`src/rtl/freq_gen_pkg.sv`:
```
// Shared constants and helpers for the freq_gen clock divider / impulse generator.
package freq_gen_pkg;

  localparam int unsigned DEF_DIV = 6;
  localparam int unsigned DEF_IMP = 5;
  localparam int unsigned MIN_DIV = 2;
  localparam int unsigned MIN_IMP = 1;

  // Count value at which clk_div goes high; odd ratios get the extra high cycle.
  function automatic int unsigned clk_div_threshold(input int unsigned ratio);
    return ratio >> 1;
  endfunction

endpackage

```
`src/rtl/freq_gen_cnt.sv`:
```
// One wrapping channel counter with active/shadow period registers and a pending flag.
// Optional phase-align input under FREQ_GEN_SYNC_EN.
module freq_gen_cnt
  import freq_gen_pkg::*;
#(
  parameter int          W   = 8,
  parameter int unsigned DEF = 2
) (
  input  logic         clk,
  input  logic         reset,
  input  logic         en,
`ifdef FREQ_GEN_SYNC_EN
  input  logic         sync,
`endif
  input  logic         load,
  input  logic [W-1:0] load_val,
  output logic [W-1:0] cnt,
  output logic [W-1:0] act,
  output logic         pend
);

  logic [W-1:0] shadow;
  logic         at_end;
  logic         apply;

  assign at_end = (cnt == act - W'(1));

`ifdef FREQ_GEN_SYNC_EN
  assign apply = sync || (en && at_end);
`else
  assign apply = en && at_end;
`endif

  // A load only happens while pend is clear, so it never collides with an apply.
  always_ff @(posedge clk) begin
    if (reset) begin
      cnt    <= '0;
      act    <= W'(DEF);
      shadow <= W'(DEF);
      pend   <= 1'b0;
    end else begin
      if (apply) begin
        cnt <= '0;
        if (pend) begin
          act  <= shadow;
          pend <= 1'b0;
        end
      end else if (en) begin
        cnt <= cnt + W'(1);
      end
      if (load) begin
        shadow <= load_val;
        pend   <= 1'b1;
      end
    end
  end

endmodule

```
`src/rtl/freq_gen.sv`:
```
// Runtime-programmable clock divider and periodic impulse generator.
// Optional FREQ_GEN_SYNC_EN adds a sync input that phase-aligns both channels.
module freq_gen #(
  parameter int          DIV_W   = 8,
  parameter int          IMP_W   = 8,
  parameter int unsigned DEF_DIV = freq_gen_pkg::DEF_DIV,
  parameter int unsigned DEF_IMP = freq_gen_pkg::DEF_IMP
) (
  input  logic             clk,
  input  logic             reset,
`ifdef FREQ_GEN_SYNC_EN
  input  logic             sync,
`endif
  input  logic             en,
  input  logic             cfg_valid,
  output logic             cfg_ready,
  input  logic [DIV_W-1:0] cfg_div,
  input  logic [IMP_W-1:0] cfg_imp,
  output logic             cfg_err,
  output logic             clk_div,
  output logic             imp
);

  import freq_gen_pkg::*;

  logic [DIV_W-1:0] dcnt;
  logic [DIV_W-1:0] div_act;
  logic [DIV_W-1:0] div_thr;
  logic [IMP_W-1:0] icnt;
  logic [IMP_W-1:0] imp_act;
  logic             pend_div;
  logic             pend_imp;
  logic             cfg_fire;
  logic             cfg_bad;
  logic             cfg_load;

  assign cfg_ready = !pend_div && !pend_imp;
  assign cfg_fire  = cfg_valid && cfg_ready;
  assign cfg_bad   = (cfg_div < DIV_W'(MIN_DIV)) || (cfg_imp < IMP_W'(MIN_IMP));
  assign cfg_load  = cfg_fire && !cfg_bad;

  always_ff @(posedge clk) begin
    if (reset) begin
      cfg_err <= 1'b0;
    end else begin
      cfg_err <= cfg_fire && cfg_bad;
    end
  end

  freq_gen_cnt #(
    .W   (DIV_W),
    .DEF (DEF_DIV)
  ) u_div (
    .clk      (clk),
    .reset    (reset),
    .en       (en),
`ifdef FREQ_GEN_SYNC_EN
    .sync     (sync),
`endif
    .load     (cfg_load),
    .load_val (cfg_div),
    .cnt      (dcnt),
    .act      (div_act),
    .pend     (pend_div)
  );

  freq_gen_cnt #(
    .W   (IMP_W),
    .DEF (DEF_IMP)
  ) u_imp (
    .clk      (clk),
    .reset    (reset),
    .en       (en),
`ifdef FREQ_GEN_SYNC_EN
    .sync     (sync),
`endif
    .load     (cfg_load),
    .load_val (cfg_imp),
    .cnt      (icnt),
    .act      (imp_act),
    .pend     (pend_imp)
  );

  // Outputs decode registered counter state only.
  assign div_thr = DIV_W'(clk_div_threshold(32'(div_act)));
  assign clk_div = (dcnt >= div_thr);
  assign imp     = (icnt == imp_act - IMP_W'(1));

endmodule

```
`config.mk`:
```
export PLATFORM = sky130hd
export DESIGN_NAME = freq_gen
export DESIGN_NICKNAME = d
export VERILOG_FILES = /design/src/rtl/freq_gen_pkg.sv /design/src/rtl/freq_gen_cnt.sv /design/src/rtl/freq_gen.sv
export SDC_FILE = /design/constraint.sdc
export NUM_CORES = 1
export LEC_CHECK = 0
export ABC_AREA = 1
export BUFFER_PORTS_ARGS = -buffer_cell sky130_fd_sc_hd__buf_2
export CAP_MARGIN = 20
export CORE_ASPECT_RATIO = 2
export CORE_MARGIN = 2
export CORE_UTILIZATION = 40
export DETAILED_ROUTE_END_ITERATION = 12
export GPL_ROUTABILITY_DRIVEN = 0
export PLACE_DENSITY = 0.55
export SYNTH_ARGS = -nofsm -noshare
export SYNTH_HDL_FRONTEND = slang
export SYNTH_HIERARCHICAL = 1
export SYNTH_SLANG_ARGS = --single-unit
```
`constraint.sdc`:
```
create_clock -name clk -period 2.15 [get_ports clk]
set_input_delay 0.215 -clock clk [delete_from_list [all_inputs] [get_ports clk]]
set_output_delay 0.215 -clock clk [all_outputs]
set_load 0.02 [all_outputs]
```
==> results.yml <==
routing:
  vias: 2957
  post-route-drc-count: 0
  wirelength_um: 7750
  dr.pass1.iters: 5
  wl_per_cell_um: 12.7
  antenna_left: 0
  drtIter0Drc: 98
  via_per_inst: 4.85
global_route:
  grt_max_degree: 19
  gr-total-overflow: 0
  antenna_found_initial: 0
  grt_pass1_wl_um: 13100
  grtUsageMet1: 0.174
  first_global_vias: 2871
  grt.busiest_layer: "met2"
  met2_usage: 0.418
  track_usage: 0.200
  grtUsageMet3: 0.0210
layout:
  fillerInstances: 851
  fin_nets: 547
  drive_gt1_frac: 0.141
  syn2layout_area_growth_pct: 14.0
  diodes: 0
yosys:
  synth_largest_area_cell: "dfxtp_1"
  syn_nets: 516
  synth_edf_count: 0
  yosysUniqueCellTypes: 31
  syn_inst: 484
  syn_area_per_cell_um2: 6.45
  ys_seq_elements: 51
  synth_top_area_frac: 0.327
  async_flop_share: 0
  synth.most_common_cell: "nand2_1"
  synth.area.top_cells: "dfxtp_1, nand2_1, nor2_1"
  synth_flop_cell: "dfxtp_1"
  ys_seq_area_frac: 0.327
  syn_area_um2: 3120
  synth.cells.most_frequent: "nand2_1, nor2_1, dfxtp_1"
  yosysWarnings: 6
placed_design:
  dp_hpwl_um: 6220
  place_worst_setup_slack_ns: 0.0375
  place.port_buffers: 23
clocking:
  clk_path_buf_depth: 2
  clock_sinks: 51
  clk_pin_slew_ns: 0.07
  h-tree-depth: 2
  clk_latency_ns: 0.30
  cts-buffers-inserted: 5
  post_cts_buffers: 0
  root_buffer: "clkbuf_16"
  cts_tree: "done"
timing:
  fin_skew_ns: 0.00738
  setup_viol: 0
  slew_viol_final: 0
  worst_slack_ns: 0.147
  fmax_mhz: 499
  period_share: 0.932
  maxSlewHeadroom: 0.679
  hold_slack_ns: 0.141
  period_needed_ns: 2.00
  hold_viol_final: 0
  worstMarginPinSlew_ns: 0.480
  fin_tns_setup_ns: 0
  rsz0062_at_grt: "no"
worst_hold_path:
  min_to: "u_div/shadow[2]"
  holdPathStages: 3
  hold_start: "cfg_div[2]"
  min_path_type: "in2reg"
critical_path:
  slowest_delay_ns: 0.62
  worstRegToRegCells: 10
  worst_path_max_delay_cell: "dfxtp_1"
  worst_setup_path_end_kind: "primary output"
  cp.required_ns: 1.93
  path_class: "reg2out"
  crit_start: "u_imp/act[2]"
  r2r-end: "u_div/cnt[3]"
  cp_max_fo: 10
  path_cells: "nor2_2 -> nand3b_1 -> nand2_1 -> nand2_1 -> nand2_1 -> nor2_2 -> nand2_1 -> nor2_2 -> buf_6"
  startpoint_type: "register"
  crit_top_cell: "nand2_1"
  rrSetupSlack_ns: 0.16
  rr_startpoint: "u_div/act[0]"
  critPathArrivalTime_ns: 1.79
die:
  die_y_um: 129
  core_area_um2: 7600
  io_pins: 24
  start_util: 0.411
  die-area_um2: 8570
  rows: 45
  die_width_um: 66.5
power_and_ir_drop:
  p_per_area_nw_per_um2: 582
  vdd_ir_drop_max_mv: 0.457
  p_leak_nw: 1.76
outcome:
  outcome: "finished clean"
run:
  drv_cap: 0
-- logic make-up (layout without fill, tap and decap cells) --
logic type,count (synthesis),in the layout,share of synthesized area
AND/OR/NAND/NOR,311,311,0.440
buffers and inverters,63,95,0.0814
flip-flops,51,51,0.327
AO/OA/AOI/OAI,26,26,0.0437
XOR/XNOR,19,19,0.0533
adder cells (fa/ha/maj),12,12,0.0481
multiplexers,2,2,0.00641
-- layer usage --
| metal | part of all wire | wire length (µm) |
|---|---|---|
| met3 | 0.010 | 78 |
| met5 | 0 | 0 |
| met4 | 0.034 | 263 |
| met2 | 0.61 | 4730 |
| met1 | 0.35 | 2680 |
-- registers in the layout, indices dropped and copies added (netlist names) --
signal / count
u_div/shadow: 8
u_imp/cnt: 8
cfg_err: 1
u_div/pend: 1
u_imp/act: 8
u_imp/shadow: 8
u_div/act: 8
u_imp/pend: 1
u_div/cnt: 8
-- critical path: cells and delay by family, from the launching register on --
family,cells,cell delay (ns)
buffers and inverters,1,0.12
DFF,1,0.62
and+or+nand+nor,8,0.74
-- metrics by stage --
stage | instance area (µm²) | power (mW) | std cells | utilization
floorplan | 3120 | 1.18 | 484 | -
finish | 3560 | 2.07 | 610 | 0.468
CTS | 3520 | 2.11 | 610 | 0.463
global placement | 3370 | 1.27 | 602 | 0.443
global route | 3560 | 2.17 | 610 | 0.468
detailed placement | 3370 | 1.27 | 602 | 0.443
-- where the power goes --
part | total (mW) | internal (mW) | switching, mW
Combinational | 0.202 | 0.0788 | 0.123
Sequential | 1.04 | 0.997 | 0.0458
Clock | 0.825 | 0.444 | 0.381
Total | 2.07 | 1.52 | 0.550
-- cells in the final DEF, fill, tap and decap left out, drive strengths merged, types with 7 or more instances in the layout --
cell type and instances:
nand2 135, nor2 109, inv 55, dfxtp 51
nand3 43, buf 30, o21ai 19, xor2 16
ha 12, nor3 7
-- how the worst max path moves through the flow --
stage | cells past startpoint | endpoint
2_1_floorplan | 11 | u_imp/act[1]
3_3_place_gp | 10 | u_div/act[3]
3_5_place_dp | 10 | u_div/act[3]
4_1_cts | 10 | u_div/act[3]
5_1_grt | 9 | imp
6_report | 9 | imp
-- area by class of cell --
type	instances	area, µm²	share of cell area
multi-input combinational	370	1870	0.527
clock inverter	3	27.5	0.00773
clock buffer	5	125	0.0351
sequential	51	1020	0.288
inverter	57	214	0.0601
timing repair buffer	30	178	0.0499
tap	94	118	0.0330
-- what timing repair did --
action                                  CTS  global route
endpoints found under the setup margin    1            16
gates resized for setup                   1            11
hold buffers                              0             0
endpoints found under the hold margin     0             0
pin swaps                                 0             2
No activity file was read; power rests on OpenSTA's default activity.
